$ cat config.mk
export PLATFORM = sky130hd
export DESIGN_NAME = prog_ram_mp
export DESIGN_NICKNAME = d
export VERILOG_FILES = /design/src/rtl/prog_ram_pkg.sv /design/src/rtl/prog_ram_clear_seq.sv /design/src/rtl/prog_ram_mp.sv
export SDC_FILE = /design/constraint.sdc
export NUM_CORES = 1
export LEC_CHECK = 0
export CAP_MARGIN = 5
export CORE_MARGIN = 5
export CORE_UTILIZATION = 45
export CTS_BUF_LIST = sky130_fd_sc_hd__clkbuf_4 sky130_fd_sc_hd__clkbuf_8 sky130_fd_sc_hd__clkbuf_16
export CTS_CLUSTER_DIAMETER = 120
export DETAILED_ROUTE_END_ITERATION = 12
export MAX_ROUTING_LAYER = met4
export SYNTH_ARGS = -nofsm -noshare
export SYNTH_HDL_FRONTEND = slang
export SYNTH_SLANG_ARGS = --single-unit
$ cat constraint.sdc
create_clock -name CLK -period 5.4 [get_ports CLK]
set_input_delay 0.54 -clock CLK [delete_from_list [all_inputs] [get_ports CLK]]
set_output_delay 0.54 -clock CLK [all_outputs]
set_load 0.01 [all_outputs]
$ cat src/rtl/prog_ram_pkg.sv
// Shared types and helpers for the programmable multi-port RAM.
// PROG_RAM_WR_BYPASS_EN (see prog_ram_mp) selects write-through reads; nothing here depends on it.
package prog_ram_pkg;

    typedef enum logic {
        CLEAR = 1'b0,
        IDLE  = 1'b1
    } prog_ram_state_t;

    function automatic int byte_count(input int data_width);
        return data_width / 8;
    endfunction

endpackage

$ cat src/rtl/prog_ram_clear_seq.sv
// Clear sequencer: owns the CLEAR/IDLE state, the sweep address and BUSY.
// Emits one zero-write per cycle while sweeping; the state is exported for the datapath and for debug.
module prog_ram_clear_seq
    import prog_ram_pkg::*;
#(
    parameter int ADDR_WIDTH = 3
) (
    input  logic                  clk,
    input  logic                  rst,
    input  logic                  clear_req,
    output prog_ram_state_t       state,
    output logic                  busy,
    output logic                  clr_we,
    output logic [ADDR_WIDTH-1:0] clr_addr
);

    prog_ram_state_t       state_q, state_d;
    logic [ADDR_WIDTH-1:0] addr_q, addr_d;
    logic                  busy_q, busy_d;

    always_comb begin
        state_d = state_q;
        addr_d  = addr_q;
        busy_d  = busy_q;
        case (state_q)
            CLEAR: begin
                addr_d = addr_q + 1'b1;
                // The last word of the sweep is written on the same edge we leave CLEAR.
                if (&addr_q) begin
                    state_d = IDLE;
                    busy_d  = 1'b0;
                end
            end
            IDLE: begin
                if (clear_req) begin
                    state_d = CLEAR;
                    addr_d  = '0;
                    busy_d  = 1'b1;
                end
            end
            default: begin
                state_d = CLEAR;
                addr_d  = '0;
                busy_d  = 1'b1;
            end
        endcase
    end

    always_ff @(posedge clk) begin
        if (rst) begin
            state_q <= CLEAR;
            addr_q  <= '0;
            busy_q  <= 1'b1;
        end else begin
            state_q <= state_d;
            addr_q  <= addr_d;
            busy_q  <= busy_d;
        end
    end

    assign state    = state_q;
    assign busy     = busy_q;
    assign clr_we   = (state_q == CLEAR) && !rst;
    assign clr_addr = addr_q;

endmodule

$ cat src/rtl/prog_ram_mp.sv
// Multi-port RAM: one byte-masked write port, RD_PORTS registered read ports, built-in zeroing sweep.
// Define PROG_RAM_WR_BYPASS_EN for write-through reads on a same-edge address match; default is read-first.
module prog_ram_mp
    import prog_ram_pkg::*;
#(
    parameter int DATA_WIDTH = 32,
    parameter int ADDR_WIDTH = 3,
    parameter int RD_PORTS   = 2
) (
    input  logic                           CLK,
    input  logic                           RST,
    input  logic                           CLEAR_REQ,
    input  logic                           WR_EN,
    input  logic [ADDR_WIDTH-1:0]          WR_ADDR,
    input  logic [DATA_WIDTH-1:0]          WR_DATA,
    input  logic [DATA_WIDTH/8-1:0]        BYTE_SELECT,
    input  logic [RD_PORTS*ADDR_WIDTH-1:0] RD_ADDR,
    output logic [RD_PORTS*DATA_WIDTH-1:0] RD_DATA,
    output logic                           BUSY
);

    localparam int DEPTH = 1 << ADDR_WIDTH;
    localparam int BYTES = byte_count(DATA_WIDTH);

    prog_ram_state_t       state;
    logic                  clr_we;
    logic [ADDR_WIDTH-1:0] clr_addr;

    prog_ram_clear_seq #(.ADDR_WIDTH(ADDR_WIDTH)) u_clear_seq (
        .clk       (CLK),
        .rst       (RST),
        .clear_req (CLEAR_REQ),
        .state     (state),
        .busy      (BUSY),
        .clr_we    (clr_we),
        .clr_addr  (clr_addr)
    );

    logic [DATA_WIDTH-1:0] mem_q [DEPTH];
    logic                  user_we;
    logic [DATA_WIDTH-1:0] merged;
    logic                  mem_we;
    logic [ADDR_WIDTH-1:0] mem_waddr;
    logic [DATA_WIDTH-1:0] mem_wdata;

    // A clear request in IDLE takes priority over a same-cycle user write.
    assign user_we = (state == IDLE) && !RST && !CLEAR_REQ && WR_EN && (|BYTE_SELECT);

    always_comb begin
        merged = mem_q[WR_ADDR];
        for (int i = 0; i < BYTES; i++) begin
            if (BYTE_SELECT[i]) merged[8*i +: 8] = WR_DATA[8*i +: 8];
        end
    end

    always_comb begin
        mem_we    = 1'b0;
        mem_waddr = WR_ADDR;
        mem_wdata = merged;
        if (clr_we) begin
            mem_we    = 1'b1;
            mem_waddr = clr_addr;
            mem_wdata = '0;
        end else if (user_we) begin
            mem_we = 1'b1;
        end
    end

    always_ff @(posedge CLK) begin
        if (mem_we) mem_q[mem_waddr] <= mem_wdata;
    end

    for (genvar p = 0; p < RD_PORTS; p++) begin : g_rd
        logic [ADDR_WIDTH-1:0] rd_addr;
        logic [DATA_WIDTH-1:0] rd_d, rd_q;

        assign rd_addr = RD_ADDR[p*ADDR_WIDTH +: ADDR_WIDTH];

        always_comb begin
            rd_d = '0;
            if (state == IDLE) begin
                rd_d = mem_q[rd_addr];
`ifdef PROG_RAM_WR_BYPASS_EN
                if (user_we && (WR_ADDR == rd_addr)) rd_d = merged;
`endif
            end
        end

        always_ff @(posedge CLK) begin
            if (RST) rd_q <= '0;
            else     rd_q <= rd_d;
        end

        assign RD_DATA[p*DATA_WIDTH +: DATA_WIDTH] = rd_q;
    end

endmodule

---- After elaboration in Yosys (flattened, before gate mapping) ----
Memory sizes are Yosys's and may differ from the RTL's. A register that Yosys moved wholly into a read port is not among the register bits.
Index checks and enable logic that the tools add are counted.
operators by class
  reductions and logical operators ........ 11
  equality and inequality tests ........... 2
  bitwise operators ....................... 1
  mux-type cells .......................... 18
  $add $sub $neg .......................... 1
operators with widths
  operator                                                count
  two-way mux 32 bit                                      1
  two-way mux 8 bit                                       4
  two-way mux 1 bit                                       8
  two-way mux 3 bit                                       2
  one-hot mux 3 bit (2 select lines)                      1
  logical AND 1 bit                                       5
  one-hot mux 1 bit (2 select lines)                      2
  OR reduction 4 bit                                      1
  adder 3 x 1 -> 3 bit (second input constant)            1
  AND reduction 3 bit                                     1
  zero test 1 bit                                         2
  inequality test 2 x 1 -> 1 bit (second input constant)  1
  inequality test 2 bit (second input constant)           1
  AND reduction 2 bit                                     1
  OR reduction 2 bit                                      1
  NOT 1 bit                                               1
storage, ports and cells
  memory bits (writable) .................. 256
  bits in registers ....................... 5
  memories kept ........................... 1
memory list
  name   depth  width  rd ports  clocked after Yosys merged registers in  write ports  line               text
  mem_q  8      32     3         2                                        1            prog_ram_mp.sv:39  logic [DATA_WIDTH-1:0] mem_q [DEPTH];

---- Longest topological paths before layout ----
Gate-level depths: netlist of run 1.
  depth after elaboration ................. 9
  mapped depth ............................ 5
  gate-level depth less buffers ........... 4

---- Hierarchy ----
From an unflattened synthesis of run 1, not the netlist that was laid out.
unflattened totals
  cell total of the unflattened synthesis .. 1,036
  area total of the unflattened synthesis .. 16,046.6 um2
modules (own cells, without submodules)
  module              instances  area an instance (um2)  cells an instance
  prog_ram_mp         1          15,808.9                1,012
  prog_ram_clear_seq  1          237.7                   24

---- Worst setup path before layout of run 1 ----
Ideal clock, no wire load.
  kind .................................... input to register
  start point ............................. input port RST
  end point ............................... memory mem_q[1][0] (enable)
  slack ................................... 2.398 ns
  path buffers ............................ 0
  arrival time ............................ 2.581 ns
  cell stages on the path ................. 3
  cell sequence ........................... nor4bb_1 a32oi_2 nor2_1
on the way
  longest elaborated chain between the ends .. 9
  elaborated cells between the ends (all ways) .. 11
  classes of those cells .................. 5 x mux; 6 x reduce/logical
RTL lines
  what                                     line                                         text
  start: declaration                       prog_ram_mp.sv:11                            input logic RST,
  zero test 1 bit *                        prog_ram_clear_seq.sv:63, prog_ram_mp.sv:47
  logical AND 1 bit (4 in a row)           prog_ram_mp.sv:47                            assign user_we = (state == IDLE) && !RST && !CLEAR_REQ && WR_EN && (|BYTE_SELECT);
  two-way mux 1 bit                        prog_ram_mp.sv:64                            end else if (user_we) begin
  two-way mux 1 bit                        prog_ram_mp.sv:60                            if (clr_we) begin
  two-way mux 1 bit                        prog_ram_mp.sv:70                            if (mem_we) mem_q[mem_waddr] <= mem_wdata;
  two-way mux 1 bit (implied by the code)  prog_ram_mp.sv:70
  end: declaration                         prog_ram_mp.sv:39
Every way passes the cells marked *; elsewhere a longest branch is shown, timed or not.

---- Worst setup path after layout of run 1 ----
  start point ............................. input port WR_ADDR[1]
  end point ............................... memory mem_q[0][14], data pin
on the way
  longest elaborated chain between the ends .. 3
RTL lines
  what                      line               text
  start: declaration        prog_ram_mp.sv:14  input logic [ADDR_WIDTH-1:0] WR_ADDR,
  memory read (8 x 32 bit)  -
  two-way mux 8 bit         prog_ram_mp.sv:52  if (BYTE_SELECT[i]) merged[8*i +: 8] = WR_DATA[8*i +: 8];
  two-way mux 32 bit        prog_ram_mp.sv:60
  named net mem_wdata[14]   prog_ram_mp.sv:44  logic [DATA_WIDTH-1:0] mem_wdata;
The timed path passes the listed nets, and every way through them passes these cells.

==> run metrics, run 1 <==
status=completed; main flop type after synthesis=sky130_fd_sc_hd__edfxtp_1; global-route wire length before repair=62.0 mm; later-pin clock latency in the skew report=520 ps; data arrival time of the critical path=3250 ps; netlist area before placement=0.0159 mm2; cell-by-cell trace of the critical path=clkdlybuf4s50_1, nor2b_2, buf_4, a222oi_1, a221oi_1; WL/cell=26.6 um; number of routed nets with antenna violations=0; number of placed I/O pins=114; final design utilization=0.538; Slowest Stage Delay on Critical Path=850 ps; fraction of final layout cells sized beyond drive strength 1=0.341; overall die height=198 um; Total Die Area=0.0391 mm2; top cell types by occurrence after synthesis=sky130_fd_sc_hd__edfxtp_1 (256), sky130_fd_sc_hd__mux4_2 (128), sky130_fd_sc_hd__mux2_2 (126); area leader, netlist=sky130_fd_sc_hd__edfxtp_1; internal power component=approximately 0.0046 W; synthesis-to-finish area growth=17.6%; antenna violations before repair=0; data required time of the worst path=5580 ps; DRC violation total after the first TritonRoute iteration=just over 900; FF+latch count, synth=325; vias in the first global route=9,985; starting density of the core=0.457; last weighted congestion value of the routability-driven placer=0.759; net count of the mapped netlist=~1,000; post-detailed-placement half-perimeter wirelength=about 25 mm; CP max FO=14; power density cells=315 mW/mm2; Switching Fraction=0.225; depth of the CTS H-tree=2; kind of end point of the critical path=flop; Clk Tree Root Cell=sky130_fd_sc_hd__clkbuf_16; worst clock skew=between 20 and 25 ps; global-route congestion overflow total=0; share of flip-flops with an asynchronous set or reset after synthesis=0; Tot GR Track Use=0.215; buffers inserted during post-CTS setup optimization=0; DR DRC count=0; Tcrit/Tclk final=0.570; detailed-routing iteration count for the pre-antenna-repair pass=6; CTS tree=done; number of antenna cells inserted=0; leading cell types by total area after synthesis=sky130_fd_sc_hd__edfxtp_1 (48%), sky130_fd_sc_hd__mux4_2 (18%), sky130_fd_sc_hd__mux2_2 (8.9%); setup slack at placement=between 1500 and 2000 ps; average cell area after synthesis=16.4 um2; Final Max Tran Viols=0; Placement Rows=roughly 70; final wirelength=between 40 and 50 mm; type of element launching the critical path=input port; cell leakage power=6.35 nW; number of buffers inserted for hold repair after clock tree synthesis=0; setup repair after global routing missed its margin=false; area of the core=0.0347 mm2; gate count after technology mapping=966; Port Buf Inserts=113; register clock-pin slew on the reported worst setup and hold paths=60 ps; crit path max-delay cell type=sky130_fd_sc_hd__a221oi_1; portion of total power attributed to combinational logic=0.100; pin count of the biggest net entering global routing=94; final critical-path required period=3080 ps; most repeated cell in the gate-level netlist after synthesis=sky130_fd_sc_hd__edfxtp_1; worst rel slew slack=0.357; proportion of power drawn by flip-flops and latches=0.479; Worst Setup Slack, final=between 2000 and 2500 ps; total negative slack for setup checks=0 ps; proportion of synthesized chip area in sequential cells=0.572; fraction of power consumed by the clock network=0.421; Setup CP Type=in2reg; area share of the largest cell type after synthesis=0.485; CTS sink cnt=approximately 330; highest attainable clock frequency=325 MHz; Min-Delay Path Class=reg2reg; via count of the routed design=9,481; Chip Width=198 um; number of buffers on the longest clock path=3; reported max-cap violation count=0; number of gates resized after CTS=0; net switching component of the power=0.00133 W; Vias/cell=6.13; Yosys Warn Count=0; Hold Violations, Final=0; CTS buffer count=37; Post-synth EDFFs=about 260; actual slew at the worst max-slew pin=965 ps; distinct cell type count of the synthesized netlist=32; maximum ir drop on the vdd rail=0.000246 V; Nets=1,113; Final Setup Violations=0
## power groups by stage
stage / Clock (W) / Combinational (W) / Sequential [W]
5_1_grt: 0.00264 / 0.000628 / 0.00282
6_report: 0.00247 / 0.000587 / 0.00282
3_3_place_gp: 0 / 0.000587 / 0.00287
2_1_floorplan: 0 / 0.000408 / 0.00286
4_1_cts: 0.00253 / 0.000590 / 0.00282
3_5_place_dp: 0 / 0.000589 / 0.00287
## critical path, delay by kind of cell
| kind | cells | cell delay (ps) |
|---|---|---|
| AO/OA/AOI/OAI | 2 | 970 |
| AND/OR/NAND/NOR | 1 | 780 |
| buffers and inverters | 2 | 940 |
## stage by stage
stage	hold WS, ps	power, W	std cells	instance area [um2]
floorplan	506	0.00327	966	15900
global placement	524	0.00345	1478	17400
detailed placement	522	0.00346	1478	17400
CTS	531	0.00593	1546	18700
global route	569	0.00609	1546	18700
finish	531	0.00588	1546	18700
## state kept, by name, indices dropped and copies added (netlist names)
name and flops:
u_clear_seq.state 1, u_clear_seq.busy 1, u_clear_seq.clr_addr 3, mem_q 256, g_rd.rd_q 64
## path summary, 6_finish.rpt
path                                        start          endpoint  slack, ps  cells after the start
worst max register to register  u_clear_seq.state      mem_q[4][10]       2440                      4
worst min register to register   u_clear_seq.busy  u_clear_seq.busy        530                      2
worst max-delay path                   WR_ADDR[1]      mem_q[0][14]       2320                      5
worst min-delay path             u_clear_seq.busy  u_clear_seq.busy        530                      2
## layer usage
| metal | vias up | track usage | wire [um] |
|---|---|---|---|
| met2 | 343 | 0.352 | 20400 |
| li1 | 4156 | - | - |
| met3 | 63 | 0.0315 | 2450 |
| met5 | - | - | 0 |
| met4 | 0 | 0.0413 | 650 |
| met1 | 4919 | 0.292 | 17700 |
## cell families (layout without fill, tap and decap cells)
group,count (synthesis),count (layout),share of synthesized area
flip-flops,325,325,0.572
multiplexers,320,320,0.313
buffers and inverters,118,243,0.0343
AO/OA/AOI/OAI,108,108,0.0534
AND/OR/NAND/NOR,93,93,0.0262
adder cells (fa/ha/maj),2,2,0.00158
## cell type report
class                      count  area (um2)
tap                          455         569
timing repair buffer         142        1350
fill                        2864       16000
clock inverter                14        97.6
clock buffer                  54        1120
multi-input combinational    523        6330
inverter                      33         124
sequential                   325        9070
## layout by cell type (no fill, tap or decap), drive strengths merged, types with 3 or more instances in the layout
| cell | netlist | routed |
|---|---|---|
| mux4 | 128 | 128 |
| a221oi | 32 | 32 |
| buf | 54 | 36 |
| clkdlybuf4s50 | 0 | 106 |
| dfxtp | 69 | 69 |
| nand2b | 5 | 5 |
| inv | 33 | 34 |
| mux2i | 64 | 64 |
| a21oi | 39 | 39 |
| a222oi | 32 | 32 |
| mux2 | 128 | 128 |
| edfxtp | 256 | 256 |
| clkbuf | 31 | 54 |
| clkinv | 0 | 11 |
| nor2b | 3 | 3 |
| nor2 | 74 | 74 |
Power figures use the tool's default switching activity.
==> inputs of run 2 (changes only) <==
Clock period 5.4 ns to 3.11 ns, I/O delays scaled along.
==> run metrics, run 2 (synthesized netlist as in run 1, its figures left out) <==
status=completed (unchanged); synthesis-to-finish area growth=21.1% (was 17.6%); DR DRC count=0 (unchanged); most frequent cells in the layout=sky130_fd_sc_hd__edfxtp_1 (256), sky130_fd_sc_hd__mux4_2 (128), sky130_fd_sc_hd__mux2_2 (126), sky130_fd_sc_hd__clkdlybuf4s50_1 (106) (was sky130_fd_sc_hd__edfxtp_1 (256), sky130_fd_sc_hd__mux4_2 (128), sky130_fd_sc_hd__mux2_2 (126), sky130_fd_sc_hd__clkdlybuf4s50_1 (106), sky130_fd_sc_hd__dfxtp_1 (69)); final wirelength=42.5 mm (was 41.2 mm); fraction of power consumed by the clock network=0.416 (was 0.421); Setup CP Type=reg2reg (was in2reg); Placement Rows=68 (unchanged); antenna violations before repair=0 (unchanged); vias in the first global route=10,200 (was 9,985); most frequent standard cell in the layout excluding fill and tap cells=sky130_fd_sc_hd__edfxtp_1 (unchanged); actual slew at the worst max-slew pin=1240 ps (was 965 ps); Vias/cell=6.09 (was 6.13); cell leakage power=6.67 nW (was 6.35 nW); register with the highest flop count=mem_q (unchanged); number of routed nets with antenna violations=0 (unchanged); setup repair after global routing missed its margin=false (unchanged); worst rel slew slack=0.168 (was 0.357); Chip Width=198 um (unchanged); Final Max Tran Viols=0 (unchanged); number of gates resized after CTS=0 (unchanged); later-pin clock latency in the skew report=530 ps (was 520 ps); starting density of the core=0.457 (unchanged); setup slack at placement=-91.4 ps (was 1830 ps); data required time of the worst path=3310 ps (was 5580 ps); proportion of power drawn by flip-flops and latches=0.475 (was 0.479); global-route wire length before repair=63.8 mm (was 62.0 mm); area of the core=0.0347 mm2 (unchanged); via count of the routed design=9,751 (was 9,481); number of filler cells placed in the layout=2,781 (was 2,864); Worst Setup Slack, final=270 ps (was 2320 ps); final design utilization=0.554 (was 0.538); kind of cell adding the most delay to the critical path=simple AND/OR/NAND/NOR gates (was compound AO/OA/AOI/OAI gates); Port Buf Inserts=113 (unchanged); kind of end point of the critical path=flop (unchanged); worst clock skew=19.3 ps (was 21.4 ps); number of flip-flops in the largest register=256 (unchanged); internal power component=0.00793 W (was 0.00455 W); number of buffers on the longest clock path=3 (unchanged); Slowest Stage Delay on Critical Path=770 ps (was 850 ps); type of element launching the critical path=flop (was input port); highest attainable clock frequency=352 MHz; power density cells=536 mW/mm2 (was 315 mW/mm2); Final Setup Violations=0 (unchanged); Switching Fraction=0.230 (was 0.225); CP max FO=22 (was 14); area used by multi-input combinational logic=0.00633 mm2 (unchanged); post-detailed-placement half-perimeter wirelength=26.7 mm (was 25.0 mm); detailed-routing iteration count for the pre-antenna-repair pass=8 (was 6); Clk Tree Root Cell=sky130_fd_sc_hd__clkbuf_16 (unchanged); CTS buffer count=38 (was 37); overall die height=198 um (unchanged); maximum ir drop on the vdd rail=0.000491 V (was 0.000246 V); last weighted congestion value of the routability-driven placer=0.805 (was 0.759); CTS sink cnt=325 (unchanged); CTS tree=done (unchanged); reported max-cap violation count=0 (unchanged); number of antenna cells inserted=0 (unchanged); net switching component of the power=0.00236 W (was 0.00133 W); most repeated library cell on the critical path=sky130_fd_sc_hd__buf_4; data arrival time of the critical path=3040 ps (was 3250 ps); Hold Violations, Final=0 (unchanged); total negative slack for setup checks=0 ps (unchanged); cell-by-cell trace of the critical path=nor4bb_1, buf_4, a32oi_2, nor2_4, buf_4 (was clkdlybuf4s50_1, nor2b_2, buf_4, a222oi_1, a221oi_1); Min-Delay Path Class=in2reg (was reg2reg); number of buffers inserted for hold repair after clock tree synthesis=0 (unchanged); final critical-path required period=2840 ps; number of placed I/O pins=114 (unchanged); register clock-pin slew on the reported worst setup and hold paths=50 ps (was 60 ps); Total Die Area=0.0391 mm2 (unchanged); DRC violation total after the first TritonRoute iteration=944 (was 932); pin count of the biggest net entering global routing=41 (was 94); buffers inserted during post-CTS setup optimization=0 (unchanged); Tcrit/Tclk final=0.913; global-route congestion overflow total=0 (unchanged); depth of the CTS H-tree=2 (unchanged); critical path buffer and inverter count=2 (unchanged); total area of sequential cells=0.00907 mm2 (unchanged); post-layout power=0.0103 W (was 0.00588 W); portion of total power attributed to combinational logic=0.109 (was 0.100); fraction of final layout cells sized beyond drive strength 1=0.369 (was 0.341); WL/cell=26.5 um (was 26.6 um); crit path max-delay cell type=sky130_fd_sc_hd__nor2_4 (was sky130_fd_sc_hd__a221oi_1); Tot GR Track Use=0.223 (was 0.215); Nets=1,167 (was 1,113)
==> run 2: layout make-up <==
class,count,share of cell area
repair buffers,195,0.0999
clock buffers,48,0.0546
clock inverters,21,0.00781
inverters,33,0.00645
flip-flops and latches,325,0.472
multi-input cells,523,0.330
well taps,455,0.0296
==> run 2: worst min-delay path: stages <==
cell,delay [ps]
sky130_fd_sc_hd__buf_2,290
sky130_fd_sc_hd__mux2i_1,190
sky130_fd_sc_hd__nor2_1,70
==> run 2: power groups by stage <==
stage          sequential, W  clock (W)  combinational [W]
3_3_place_gp         0.00498          0            0.00112
5_1_grt              0.00490    0.00457            0.00119
2_1_floorplan        0.00496          0           0.000709
4_1_cts              0.00489    0.00437            0.00113
3_5_place_dp         0.00498          0            0.00112
6_report             0.00489    0.00428            0.00112
==> run 2: worst paths after layout <==
kind	from	slack (ps)	to	depth (start not counted)
worst max register to register	u_clear_seq.state	270	mem_q[7][29]	5
worst min-delay path	RD_ADDR[2]	400	g_rd[0].rd_q[30]	3
worst min register to register	u_clear_seq.busy	540	u_clear_seq.busy	2
worst max-delay path	u_clear_seq.state	270	mem_q[7][29]	5
==> run 2: metrics by stage <==
stage | hold WS [ps] | instance area, um2 | cells
final | 402 | 19200 | 1600
after global routing | 402 | 19200 | 1600
after CTS | 389 | 19200 | 1600
after detailed placement | 523 | 18000 | 1531
after global placement | 539 | 18000 | 1531
after floorplan | 497 | 15900 | 966
==> run 2: layer usage <==
metal  global-route usage  part of all wire  vias to the layer above
met3               0.0306             0.064                       57
li1                     -                 -                     4260
met5                    -                 0                        -
met4               0.0446             0.016                        0
met2                0.353              0.48                      386
met1                0.316              0.44                     5048
